$ cat config.mk
export PLATFORM = sky130hd
export DESIGN_NAME = spi_slave_sync
export DESIGN_NICKNAME = d
export VERILOG_FILES = /design/src/rtl/spi_slave_sync.sv
export SDC_FILE = /design/constraint.sdc
export NUM_CORES = 1
export LEC_CHECK = 0
export CORE_MARGIN = 3
export CORE_UTILIZATION = 59
export DETAILED_ROUTE_END_ITERATION = 6
export PLACE_DENSITY = 0.95
export SYNTH_ARGS = -nofsm -noshare
export SYNTH_HDL_FRONTEND = slang
export SYNTH_SLANG_ARGS = --single-unit
$ cat constraint.sdc
create_clock -name clk -period 6.6 [get_ports clk]
set_clock_uncertainty 0.2 [all_clocks]
set_input_delay 0.99 -clock clk [delete_from_list [all_inputs] [get_ports clk]]
set_output_delay 0.99 -clock clk [all_outputs]
set_load 0.03 [all_outputs]
$ cat src/rtl/spi_slave_sync.sv
// SPI slave fully in the system clock domain: synchronised SCK/CS/MOSI, all four SPI modes, back-to-back words per CS.
// Define SPI_SLAVE_LSB_FIRST_EN to shift both directions LSB-first (default build is MSB-first).
module spi_slave_sync #(
  parameter int WIDTH       = 32,
  parameter bit CPOL        = 1'b0,
  parameter bit CPHA        = 1'b0,
  parameter int SYNC_STAGES = 2
) (
  input  logic             clk,
  input  logic             reset_n,
  input  logic             spi_sck,
  input  logic             spi_cs_n,
  input  logic             spi_mosi,
  output logic             spi_miso,
  output logic             spi_miso_oe,
  input  logic [WIDTH-1:0] tx_data,
  output logic             tx_ack,
  output logic [WIDTH-1:0] rx_data,
  output logic             rx_valid,
  output logic             frame_err,
  output logic             busy
);

  localparam int             CW   = $clog2(WIDTH + 1);
  localparam logic [CW-1:0]  FULL = CW'(WIDTH);

  typedef enum logic {IDLE, ACTIVE} state_t;

  logic [SYNC_STAGES-1:0] sck_sr, cs_sr, mosi_sr;
  logic                   sck_hist, cs_hist;
  logic [SYNC_STAGES:0]   prime;

  always_ff @(posedge clk) begin
    if (!reset_n) begin
      sck_sr   <= {SYNC_STAGES{CPOL}};
      cs_sr    <= '1;
      mosi_sr  <= '0;
      sck_hist <= CPOL;
      cs_hist  <= 1'b1;
      prime    <= '0;
    end else begin
      sck_sr   <= {sck_sr[SYNC_STAGES-2:0], spi_sck};
      cs_sr    <= {cs_sr[SYNC_STAGES-2:0], spi_cs_n};
      mosi_sr  <= {mosi_sr[SYNC_STAGES-2:0], spi_mosi};
      sck_hist <= sck_sr[SYNC_STAGES-1];
      cs_hist  <= cs_sr[SYNC_STAGES-1];
      prime    <= {prime[SYNC_STAGES-1:0], 1'b1};
    end
  end

  logic sck_s, cs_s, mosi_s;
  logic lead, trail, sample_edge, shift_edge, cs_fall, cs_rise;

  assign sck_s  = sck_sr[SYNC_STAGES-1];
  assign cs_s   = cs_sr[SYNC_STAGES-1];
  assign mosi_s = mosi_sr[SYNC_STAGES-1];

  assign lead        = (sck_hist == CPOL) && (sck_s != CPOL);
  assign trail       = (sck_hist != CPOL) && (sck_s == CPOL);
  assign sample_edge = CPHA ? trail : lead;
  assign shift_edge  = CPHA ? lead  : trail;
  // A fall only counts once the pipeline holds post-reset pin values, so a CS
  // already low at reset release must first go high before a frame can start.
  assign cs_fall     = prime[SYNC_STAGES] && cs_hist && !cs_s;
  assign cs_rise     = !cs_hist && cs_s;

  state_t           state, state_nx;
  logic [WIDTH-1:0] tx_shift, tx_nx, tx_adv;
  logic [WIDTH-1:0] rx_shift, rx_nx, rx_adv;
  logic [WIDTH-1:0] rxd_nx;
  logic [CW-1:0]    bit_cnt, cnt_nx;
  logic             rxv_nx, ack_nx, ferr_nx;

`ifdef SPI_SLAVE_LSB_FIRST_EN
  assign spi_miso = tx_shift[0];
  assign tx_adv   = {1'b0, tx_shift[WIDTH-1:1]};
  assign rx_adv   = {mosi_s, rx_shift[WIDTH-1:1]};
`else
  assign spi_miso = tx_shift[WIDTH-1];
  assign tx_adv   = {tx_shift[WIDTH-2:0], 1'b0};
  assign rx_adv   = {rx_shift[WIDTH-2:0], mosi_s};
`endif

  assign busy        = (state == ACTIVE);
  assign spi_miso_oe = busy;

  always_ff @(posedge clk) begin
    if (!reset_n) begin
      state     <= IDLE;
      tx_shift  <= '0;
      rx_shift  <= '0;
      bit_cnt   <= '0;
      rx_data   <= '0;
      rx_valid  <= 1'b0;
      tx_ack    <= 1'b0;
      frame_err <= 1'b0;
    end else begin
      state     <= state_nx;
      tx_shift  <= tx_nx;
      rx_shift  <= rx_nx;
      bit_cnt   <= cnt_nx;
      rx_data   <= rxd_nx;
      rx_valid  <= rxv_nx;
      tx_ack    <= ack_nx;
      frame_err <= ferr_nx;
    end
  end

  always_comb begin
    state_nx = state;
    tx_nx    = tx_shift;
    rx_nx    = rx_shift;
    cnt_nx   = bit_cnt;
    rxd_nx   = rx_data;
    rxv_nx   = 1'b0;
    ack_nx   = 1'b0;
    ferr_nx  = 1'b0;
    unique case (state)
      IDLE: begin
        if (cs_fall) begin
          state_nx = ACTIVE;
          tx_nx    = tx_data;
          ack_nx   = 1'b1;
          cnt_nx   = '0;
        end
      end
      ACTIVE: begin
        if (bit_cnt == FULL) begin
          // word complete: publish and reload for a back-to-back word
          rxd_nx = rx_shift;
          rxv_nx = 1'b1;
          cnt_nx = '0;
          if (cs_rise) begin
            state_nx = IDLE;
          end else begin
            tx_nx  = tx_data;
            ack_nx = 1'b1;
          end
        end else begin
          if (sample_edge) begin
            rx_nx  = rx_adv;
            cnt_nx = bit_cnt + CW'(1);
          end
          // the shift edge preceding the first sample of a word must not move the MSB
          if (shift_edge && bit_cnt != '0) tx_nx = tx_adv;
          if (cs_rise) begin
            state_nx = IDLE;
            if (cnt_nx == FULL) begin
              rxd_nx = rx_nx;
              rxv_nx = 1'b1;
            end else if (cnt_nx != '0) begin
              ferr_nx = 1'b1;
            end
            cnt_nx = '0;
          end
        end
      end
      default: state_nx = IDLE;
    endcase
  end

endmodule

==> impl_metrics.csv, run 1 <==
group,metric,value,unit
routing,avgRoutedWirePerCell,17.43,microns
die,start_util,60.92,%
synthesis,synth.avg_cell_area,9.449,sq um
synthesis,muxShareOfSynthArea,18.56,%
pwr,switchingPower,481.5,uW
pwr,p_int,1457,uW
synthesis,synth_async_sr_flop_share,0,%
cells_and_area,regArea,0.002342,sq mm
cts,cts_buffers,17,
setup_path,end_kind,"output port",
pwr,p_seq_share,40.2,%
setup_path,critPathLaunchType,"register",
synthesis,yosysMostFrequentCell,"dfxtp_1",
synthesis,synth_top_family_by_area,"multiplexers",
cts,clkSlewWorstSetupHoldPaths,50,ps
synthesis,synth_edf_count,0,
synthesis,yosysUniqueCellTypes,42,
die,pin_count,75,
routing,drtIter0Drc,252,
synthesis,synth_area,0.005339,sq mm
routing,route.detailed.drc,0,
worst_hold_path,hp-start,"cs_sr[0]",
pwr,p_sw_share,24.84,%
sta,fin_crit_sh,56.82,%
setup_path,cp.required,5410,ps
sta,relSlewSlack,38.32,%
cells_and_area,drive_above_1_share,7.717,%
die,dieArea,0.01023,sq mm
pwr,leakage,0.002347,uW
cts,clockBufferDepth,2,
routing,routed_wl,12.95,mm
synthesis,synthCells,565,
pwr,pwr-share-comb,12.9,%
cts,post_cts_buffers,0,
global_route,grt_pass1_vias,4488,
global_route,grt_usage,26.10,%
cells_and_area,syn2layout_area_growth,25.52,%
synthesis,synth_xor_area_share,0,%
cells_and_area,fill_cells,588,
pwr,power_density,289.3,mW/mm^2
placed_design,place.gp.congestion,0.8750,
synthesis,yosysTopAreaCellShare,43.87,%
cts,root_buffer,"clkbuf_8",
synthesis,synth_top_cell_by_area,"dfxtp_1",
cts,htreeDepth,4,
global_route,grt_max_degree,65,
cells_and_area,multi_input_area,0.002795,sq mm
die,coreArea,0.008763,sq mm
worst_hold_path,hold_path.class,"register to register",
routing,viasPerCell,6.178,
cts,cts_resized,0,
cts,clk_latency,520,ps
pwr,ir_drop,176.9,uV
cts,cts_hold_buf,0,
placed_design,io_buffers,74,
status,status,"completed",
setup_path,critPathMaxFanout,23,
global_route,grt_overflow_total,0,
global_route,grt_pass1_wl,21.36,mm
setup_path,arrival,2560,ps
die,placementRows,34,
sta,tns,0,ps
global_route,antenna_found_initial,0,
cts,clock_sinks,117,
sta,slew_viol_final,0,
synthesis,ys_top_cells_by_area,"dfxtp_1 44%, mux2i_1 12%, mux2_1 6.3%",
sta,fmax,0.2666,GHz
synthesis,synth-compound-area-share,16.80,%
synthesis,synth.yosys.seq_area_share,43.87,%
placed_design,hpwl,7.628,mm
sta,setup_viol,0,
die,die_h,101.1,microns
setup_path,critPathLaunch,"busy",
routing,vias,4590,
synthesis,synth_ff_type,"dfxtp_1",
synthesis,yosys-top-cells-count,"117 x dfxtp_1, 68 x nor2_1, 63 x mux2i_1",
cells_and_area,antenna_cells,0,
sta,hold_violations,0,
run,max-cap-violations,0,
synthesis,syn-num-nets,604,
synthesis,ys.warnings.count,0,
synthesis,synth-adder-area-share,0.4687,%
sta,whs,206.5,ps
sta,worst_slew_pin_slew,924.0,ps
routing,ant_nets,0,
routing,first_pass_iters,4,
setup_path,crit_type,"register to output port",
synthesis,synth-seq-cells,117,
cts,cts_tree,"built",
cells_and_area,fin_nets,661,
pwr,clkPwrFrac,46.9,%
sta,rsz0062_at_grt,"no",
setup_path,reg2reg_from,"bit_cnt[0]",
synthesis,synthSimpleGateAreaFrac,15.66,%
sta,period_minus_slack,3750,ps
die,dieWidth,101.1,microns
==> state kept, by name (all words and copies together), names as in the netlist <==
name / count
bit_cnt: 6
busy: 1
cs_hist: 1
cs_sr: 2
frame_err: 1
mosi_sr: 2
prime: 3
rx_data: 32
rx_shift: 32
rx_valid: 1
sck_hist: 1
sck_sr: 2
tx_ack: 1
tx_shift: 32
==> routing by layer <==
metal / vias up / track usage (%) / share of wire (%)
li1: 2174 / - / -
met1: 2203 / 31.53 / 41
met2: 187 / 44.42 / 50
met3: 26 / 6.782 / 7.0
met4: 0 / 10.12 / 1.7
met5: - / 0 / 0
==> power groups by stage <==
stage / sequential [uW] / clock [uW] / combinational (uW)
after CTS: 779 / 919 / 251
final: 779 / 910 / 250
after global placement: 790 / 0 / 241
after global routing: 784 / 951 / 266
after floorplan: 851 / 0 / 81.7
after detailed placement: 793 / 0 / 250
==> worst paths after layout <==
check,to,slack [ps],depth (start not counted)
worst min-delay path,cs_sr[1],210,1
worst min register to register,cs_sr[1],210,1
worst max-delay path,busy,2850,2
worst max register to register,rx_data[26],3390,9
==> area by class of cell <==
cell class              instances  share of cell area, %
clock buffers                  23                  6.815
clock inverters                 9                  1.886
inverters                       8                 0.4481
multi-input cells             394                  41.71
flip-flops and latches        117                  34.95
well taps                     108                  2.016
repair buffers                 84                  12.17
==> logic make-up after synthesis <==
| kind of cell | Yosys count |
|---|---|
| fa+ha+maj | 2 |
| compound gates | 120 |
| simple gates | 177 |
| buf+inv | 54 |
| mux | 95 |
| flops | 117 |
==> placed cells by master (no fill, tap or decap), types with 4 or more instances in the layout <==
cell type / count
nand3_1: 32
a21oi_1: 38
nand4_1: 4
inv_1: 7
clkdlybuf4s50_1: 74
nand2_1: 38
nor2_1: 68
clkbuf_16: 16
and2_1: 11
clkbuf_1: 4
mux2_1: 30
a211oi_1: 31
or3_1: 5
nand2b_1: 5
clkinv_2: 4
buf_4: 10
dfxtp_1: 117
mux2i_1: 63
a221o_1: 33
==> through the flow <==
| stage | setup WS (ps) | instance area (sq um) | utilization [%] | total power, uW | std cells |
|---|---|---|---|---|---|
| after global placement | 3026 | 6118 | 69.82 | 1031 | 711 |
| after CTS | 2900 | 6701 | 76.47 | 1949 | 743 |
| after detailed placement | 2865 | 6118 | 69.82 | 1043 | 711 |
| after floorplan | 4214 | 5339 | - | 933.0 | 565 |
| final | 2850 | 6701 | 76.47 | 1939 | 743 |
| after global routing | 2829 | 6701 | 76.47 | 2002 | 743 |
==> critical path, stage by stage, from the launching register on <==
cell	delay (ps)
dfxtp_1	920
buf_4	380
clkdlybuf4s50_1	740
(Power assumes the default switching activity.)
==> inputs of run 2 (changes only) <==
--- a/config.mk
+++ b/config.mk
@@ -6,9 +6,9 @@
 export NUM_CORES = 1
 export LEC_CHECK = 0
 export CORE_MARGIN = 3
-export CORE_UTILIZATION = 59
+export CORE_UTILIZATION = 49
 export DETAILED_ROUTE_END_ITERATION = 6
-export PLACE_DENSITY = 0.95
+export PLACE_DENSITY = 0.87
 export SYNTH_ARGS = -nofsm -noshare
 export SYNTH_HDL_FRONTEND = slang
 export SYNTH_SLANG_ARGS = --single-unit
==> constraint.sdc (replaced) <==
create_clock -name clk -period 3.1 [get_ports clk]
set_clock_uncertainty 0.2 [all_clocks]
set_input_delay 0.465 -clock clk [delete_from_list [all_inputs] [get_ports clk]]
set_output_delay 0.465 -clock clk [all_outputs]
set_load 0.03 [all_outputs]
==> impl_metrics.csv, run 2 (synthesized netlist as in run 1, its figures left out) <==
group,metric,value,unit
sta,setup_viol,0,
setup_path,end_kind,"output port",
global_route,grt_max_degree,105,
routing,viasPerCell,5.973,
routing,ant_nets,0,
cells_and_area,syn2layout_area_growth,27.23,%
sta,tns,0,ps
cts,cts_resized,0,
cts,post_cts_buffers,0,
worst_hold_path,hold_path.class,"register to register",
global_route,antenna_found_initial,0,
cells_and_area,drive_above_1_share,8.307,%
pwr,ir_drop,425.2,uV
cts,root_buffer,"clkbuf_8",
die,dieWidth,110.4,microns
global_route,grt_pass1_vias,4587,
sta,slew_viol_final,0,
cts,clockBufferDepth,2,
routing,route.detailed.drc,0,
die,coreArea,0.01046,sq mm
routing,first_pass_iters,5,
pwr,power_density,611.1,mW/mm^2
sta,worst_slew_pin_slew,1191,ps
setup_path,crit_type,"register to output port",
die,placementRows,37,
cells_and_area,final_common_cell,"dfxtp_1",
cts,clkSlewWorstSetupHoldPaths,60,ps
pwr,leakage,0.002381,uW
placed_design,io_buffers,74,
cells_and_area,largestRegisters,"rx_data: 32 flops, rx_shift: 32 flops, tx_shift: 32 flops",
cells_and_area,fin_nets,665,
cells_and_area,antenna_cells,0,
setup_path,crit_end,"busy",
setup_path,reg2reg_from,"bit_cnt[0]",
cts,htreeDepth,4,
cts,cts_buffers,17,
placed_design,place.gp.congestion,0.8896,
global_route,grt_overflow_total,0,
cts,cts_hold_buf,0,
setup_path,r2r-end,"tx_shift[18]",
global_route,grt_pass1_wl,21.80,mm
routing,vias,4623,
cts,clk_latency,510,ps
die,die_h,110.4,microns
sta,fin_crit_sh,88.97,%
setup_path,critPathLaunchType,"register",
sta,period_minus_slack,2758,ps
setup_path,arrival,2090,ps
setup_path,reg2reg_setup_slack,360,ps
cells_and_area,mostFrequentLayoutCells,"117 x dfxtp_1, 74 x clkdlybuf4s50_1, 68 x nor2_1, 63 x mux2i_1",
setup_path,r2r_cells,7,
sta,fmax,0.3626,GHz
status,status,"completed",
routing,routed_wl,13.04,mm
routing,drtIter0Drc,491,
sta,hold_violations,0,
run,max-cap-violations,0,
cts,cts_tree,"built",
sta,relSlewSlack,20.61,%
setup_path,critPathMaxFanout,35,
setup_path,cp.required,2430,ps
placed_design,hpwl,8.130,mm
die,pin_count,75,
cts,clock_sinks,117,
routing,avgRoutedWirePerCell,16.84,microns
cells_and_area,final_core_util,64.92,%
die,start_util,51.03,%
sta,rsz0062_at_grt,"no",
die,dieArea,0.01218,sq mm
setup_path,critPathLaunch,"busy",
global_route,grt_usage,22.55,%
-- run 2: power breakdown --
part           total [uW]  internal, uW  leakage, uW  switching (uW)
sequential           1660          1590     0.000950            71.0
clock                1950          1290     0.000292             661
combinational         538           255      0.00114             284
total                4150          3140      0.00238            1020
-- run 2: layout make-up --
| class | count | area (sq um) |
|---|---|---|
| timing repair buffer | 88 | 870.8 |
| sequential | 117 | 2342 |
| inverter | 8 | 30.03 |
| clock inverter | 11 | 158.9 |
| clock buffer | 20 | 425.4 |
| tap | 136 | 170.2 |
| multi-input combinational | 394 | 2795 |
| fill | 824 | 3670 |
-- run 2: how the worst min path moves through the flow --
| stage | from | end | slack [ps] | depth (start not counted) |
|---|---|---|---|---|
| CTS | cs_sr[0] | cs_sr[1] | 210 | 1 |
| global placement | cs_sr[0] | cs_sr[1] | 200 | 1 |
| global route | cs_sr[0] | cs_sr[1] | 240 | 1 |
| detailed placement | cs_sr[0] | cs_sr[1] | 210 | 1 |
| floorplan | cs_sr[0] | cs_sr[1] | 190 | 1 |
| finish | cs_sr[0] | cs_sr[1] | 210 | 1 |
-- run 2: worst max-delay path, cell delays in order (launching register included) --
cell and delay [ps]:
dfxtp_1 410, buf_4 410, clkdlybuf4s50_1 750
-- run 2: layer usage --
layer	vias to the layer above	share of wire, %	track usage [%]
li1	2189	-	-
met1	2254	43	25.87
met2	160	49	39.73
met3	20	6.2	6.639
met4	0	1.4	8.091
met5	-	0	0
-- run 2: stage by stage --
stage | hold WS (ps) | cell area (sq um) | worst slack [ps] | total power, uW | cells
floorplan | 186.3 | 5339 | 714.0 | 1986 | 565
global placement | 198.7 | 6208 | 465.3 | 2206 | 743
detailed placement | 212.0 | 6208 | 392.6 | 2227 | 743
CTS | 212.2 | 6793 | 337.7 | 4180 | 774
global route | 239.4 | 6793 | 122.8 | 4292 | 774
finish | 205.9 | 6793 | 342.0 | 4151 | 774
==> inputs of run 3 (changes only) <==
--- a/config.mk
+++ b/config.mk
@@ -5,8 +5,10 @@
 export SDC_FILE = /design/constraint.sdc
 export NUM_CORES = 1
 export LEC_CHECK = 0
+export CELL_PAD_IN_SITES_DETAIL_PLACEMENT = 1
+export CELL_PAD_IN_SITES_GLOBAL_PLACEMENT = 1
 export CORE_MARGIN = 3
-export CORE_UTILIZATION = 49
+export CORE_UTILIZATION = 38
 export DETAILED_ROUTE_END_ITERATION = 6
 export PLACE_DENSITY = 0.87
 export SYNTH_ARGS = -nofsm -noshare
==> impl_metrics.csv, run 3 (synthesized netlist as in run 1, its figures left out) <==
group,metric,value,unit
die,dieWidth,124.5,microns
setup_path,critPathLaunch,"bit_cnt[0]",
cts,post_cts_buffers,0,
placed_design,place_area,0.006266,sq mm
global_route,antenna_found_initial,0,
setup_path,cp.required,3200,ps
cts,cts_buffers,17,
setup_path,arrival,2900,ps
routing,avgRoutedWirePerCell,18.19,microns
routing,first_pass_iters,4,
worst_hold_path,hold_path.class,"register to register",
pwr,ir_drop,346.6,uV
routing,route.detailed.drc,0,
cts,cts_hold_buf,0,
cells_and_area,fin_nets,666,
setup_path,critPathLaunchType,"register",
pwr,power_density,606.4,mW/mm^2
global_route,grt_usage,19.01,%
die,start_util,39.53,%
setup_path,path_cells,"inv_1, ha_1, nor4b_4, and2_1, nor2_2, buf_12, mux2_1, a221o_1",
die,die_h,124.5,microns
routing,viasPerCell,5.631,
setup_path,crit_end,"rx_data[19]",
global_route,grt_pass1_vias,4857,
sta,slew_viol_final,0,
routing,vias,4595,
sta,fin_ws,304.7,ps
setup_path,critPathMaxFanout,32,
die,dieArea,0.01551,sq mm
global_route,grt_pass1_wl,24.25,mm
cells_and_area,largestRegisters,"rx_data: 32 flops, rx_shift: 32 flops, tx_shift: 32 flops",
placed_design,place.gp.congestion,0.8779,
setup_path,slowest_stage,"nor4b_4",
global_route,top_usage_layer,"met2",
cts,clock_sinks,117,
cts,clockBufferDepth,2,
setup_path,r2r-end,"rx_data[19]",
sta,relSlewSlack,54.60,%
setup_path,slowest_delay,420,ps
global_route,grt_overflow_total,0,
setup_path,reg2reg_from,"bit_cnt[0]",
routing,ant_nets,0,
cells_and_area,fin_cells,816,
global_route,use_met1,22.09,%
cells_and_area,final_common_cell,"dfxtp_1",
setup_path,reg2reg_setup_slack,300,ps
cts,cts_resized,0,
setup_path,critPathBufInv,2,
run,max-cap-violations,0,
cells_and_area,antenna_cells,0,
cts,cts_tree,"built",
setup_path,cpLargestDelayFamily,"simple AND/OR/NAND/NOR gates",
sta,period_minus_slack,2795,ps
cells_and_area,final_cell_area,0.006854,sq mm
cells_and_area,drive_above_1_share,8.750,%
setup_path,crit_type,"register to register",
sta,hold_violations,0,
sta,tns,0,ps
cts,root_buffer,"clkbuf_16",
sta,fin_crit_sh,90.17,%
global_route,global_route.usage.met2,33.33,%
sta,whs,221.1,ps
sta,fmax,0.3577,GHz
placed_design,dp.cells,784,
routing,routed_wl,14.84,mm
die,coreArea,0.01351,sq mm
cells_and_area,mostFrequentLayoutCells,"117 x dfxtp_1, 74 x clkdlybuf4s50_1, 68 x nor2_1, 63 x mux2i_1",
sta,worst_slew_pin_slew,672.2,ps
global_route,grt_max_degree,64,
routing,drtIter0Drc,239,
cts,htreeDepth,4,
setup_path,r2r_cells,8,
die,placementRows,42,
cts,clk_latency,420,ps
cells_and_area,syn2layout_area_growth,28.38,%
global_route,use_met3,5.617,%
setup_path,end_kind,"register",
placed_design,dpl_worst_slack,354.1,ps
placed_design,hpwl,9.223,mm
die,pin_count,75,
sta,rsz0062_at_grt,"no",
status,status,"completed",
placed_design,io_buffers,74,
setup_path,worst-path-stages,8,
cts,clkSlewWorstSetupHoldPaths,50,ps
pwr,leakage,0.002380,uW
sta,setup_viol,0,
## run 3: changes by cell type in the layout (fill, tap and decap cells not counted)
| cell | previous run | this run |
|---|---|---|
| buf_4 | 12 | 13 |
| clkinv_2 | 6 | 5 |
| clkinv_4 | 1 | 0 |
| clkbuf_1 | 3 | 2 |
| clkbuf_8 | 1 | 4 |
| clkinvlp_4 | 0 | 2 |
| clkbuf_16 | 16 | 17 |
| bufinv_16 | 4 | 2 |
## run 3: worst min path at each step
stage	start	endpoint	slack (ps)	cells past startpoint
2_1_floorplan	cs_sr[0]	cs_sr[1]	190	1
3_3_place_gp	cs_sr[0]	cs_sr[1]	200	1
3_5_place_dp	cs_sr[0]	cs_sr[1]	200	1
4_1_cts	cs_sr[0]	cs_sr[1]	220	1
5_1_grt	cs_sr[0]	cs_sr[1]	250	1
6_report	cs_sr[0]	cs_sr[1]	220	1
## run 3: metrics by stage
stage	utilization, %	total power, uW
final	50.75	4156
after global routing	50.75	4307
after CTS	50.75	4197
after detailed placement	46.40	2240
after global placement	46.40	2213
after floorplan	-	1986
## run 3: report_power, final
part	switching [uW]	internal, uW	leakage (uW)
Combinational	289	256	0.00114
Sequential	73.9	1590	0.000950
Clock	689	1260	0.000289
## run 3: area by class of cell
| type | instances | area (sq um) |
|---|---|---|
| Fill cell | 1529 | 6651 |
| Tap cell | 176 | 220.2 |
| Timing Repair Buffer | 89 | 878.3 |
| Clock buffer | 23 | 488.0 |
| Clock inverter | 9 | 100.1 |
| Sequential cell | 117 | 2342 |
| Inverter | 8 | 30.03 |
| Multi-Input combinational cell | 394 | 2795 |
## run 3: layer usage
metal / part of all wire, % / vias up / routed length (microns)
met4: 1.6 / 0 / 240
met2: 51 / 106 / 7596
met3: 4.3 / 20 / 643
met5: 0 / - / 0
met1: 43 / 2284 / 6361
li1: - / 2185 / -
## run 3: worst reg2reg max path, cell delays in order, from the launching register on
cell and delay [ps]:
dfxtp_1 340, inv_1 150, ha_1 190, nor4b_4 420
and2_1 400, nor2_2 100, buf_12 190, mux2_1 360
a221o_1 320
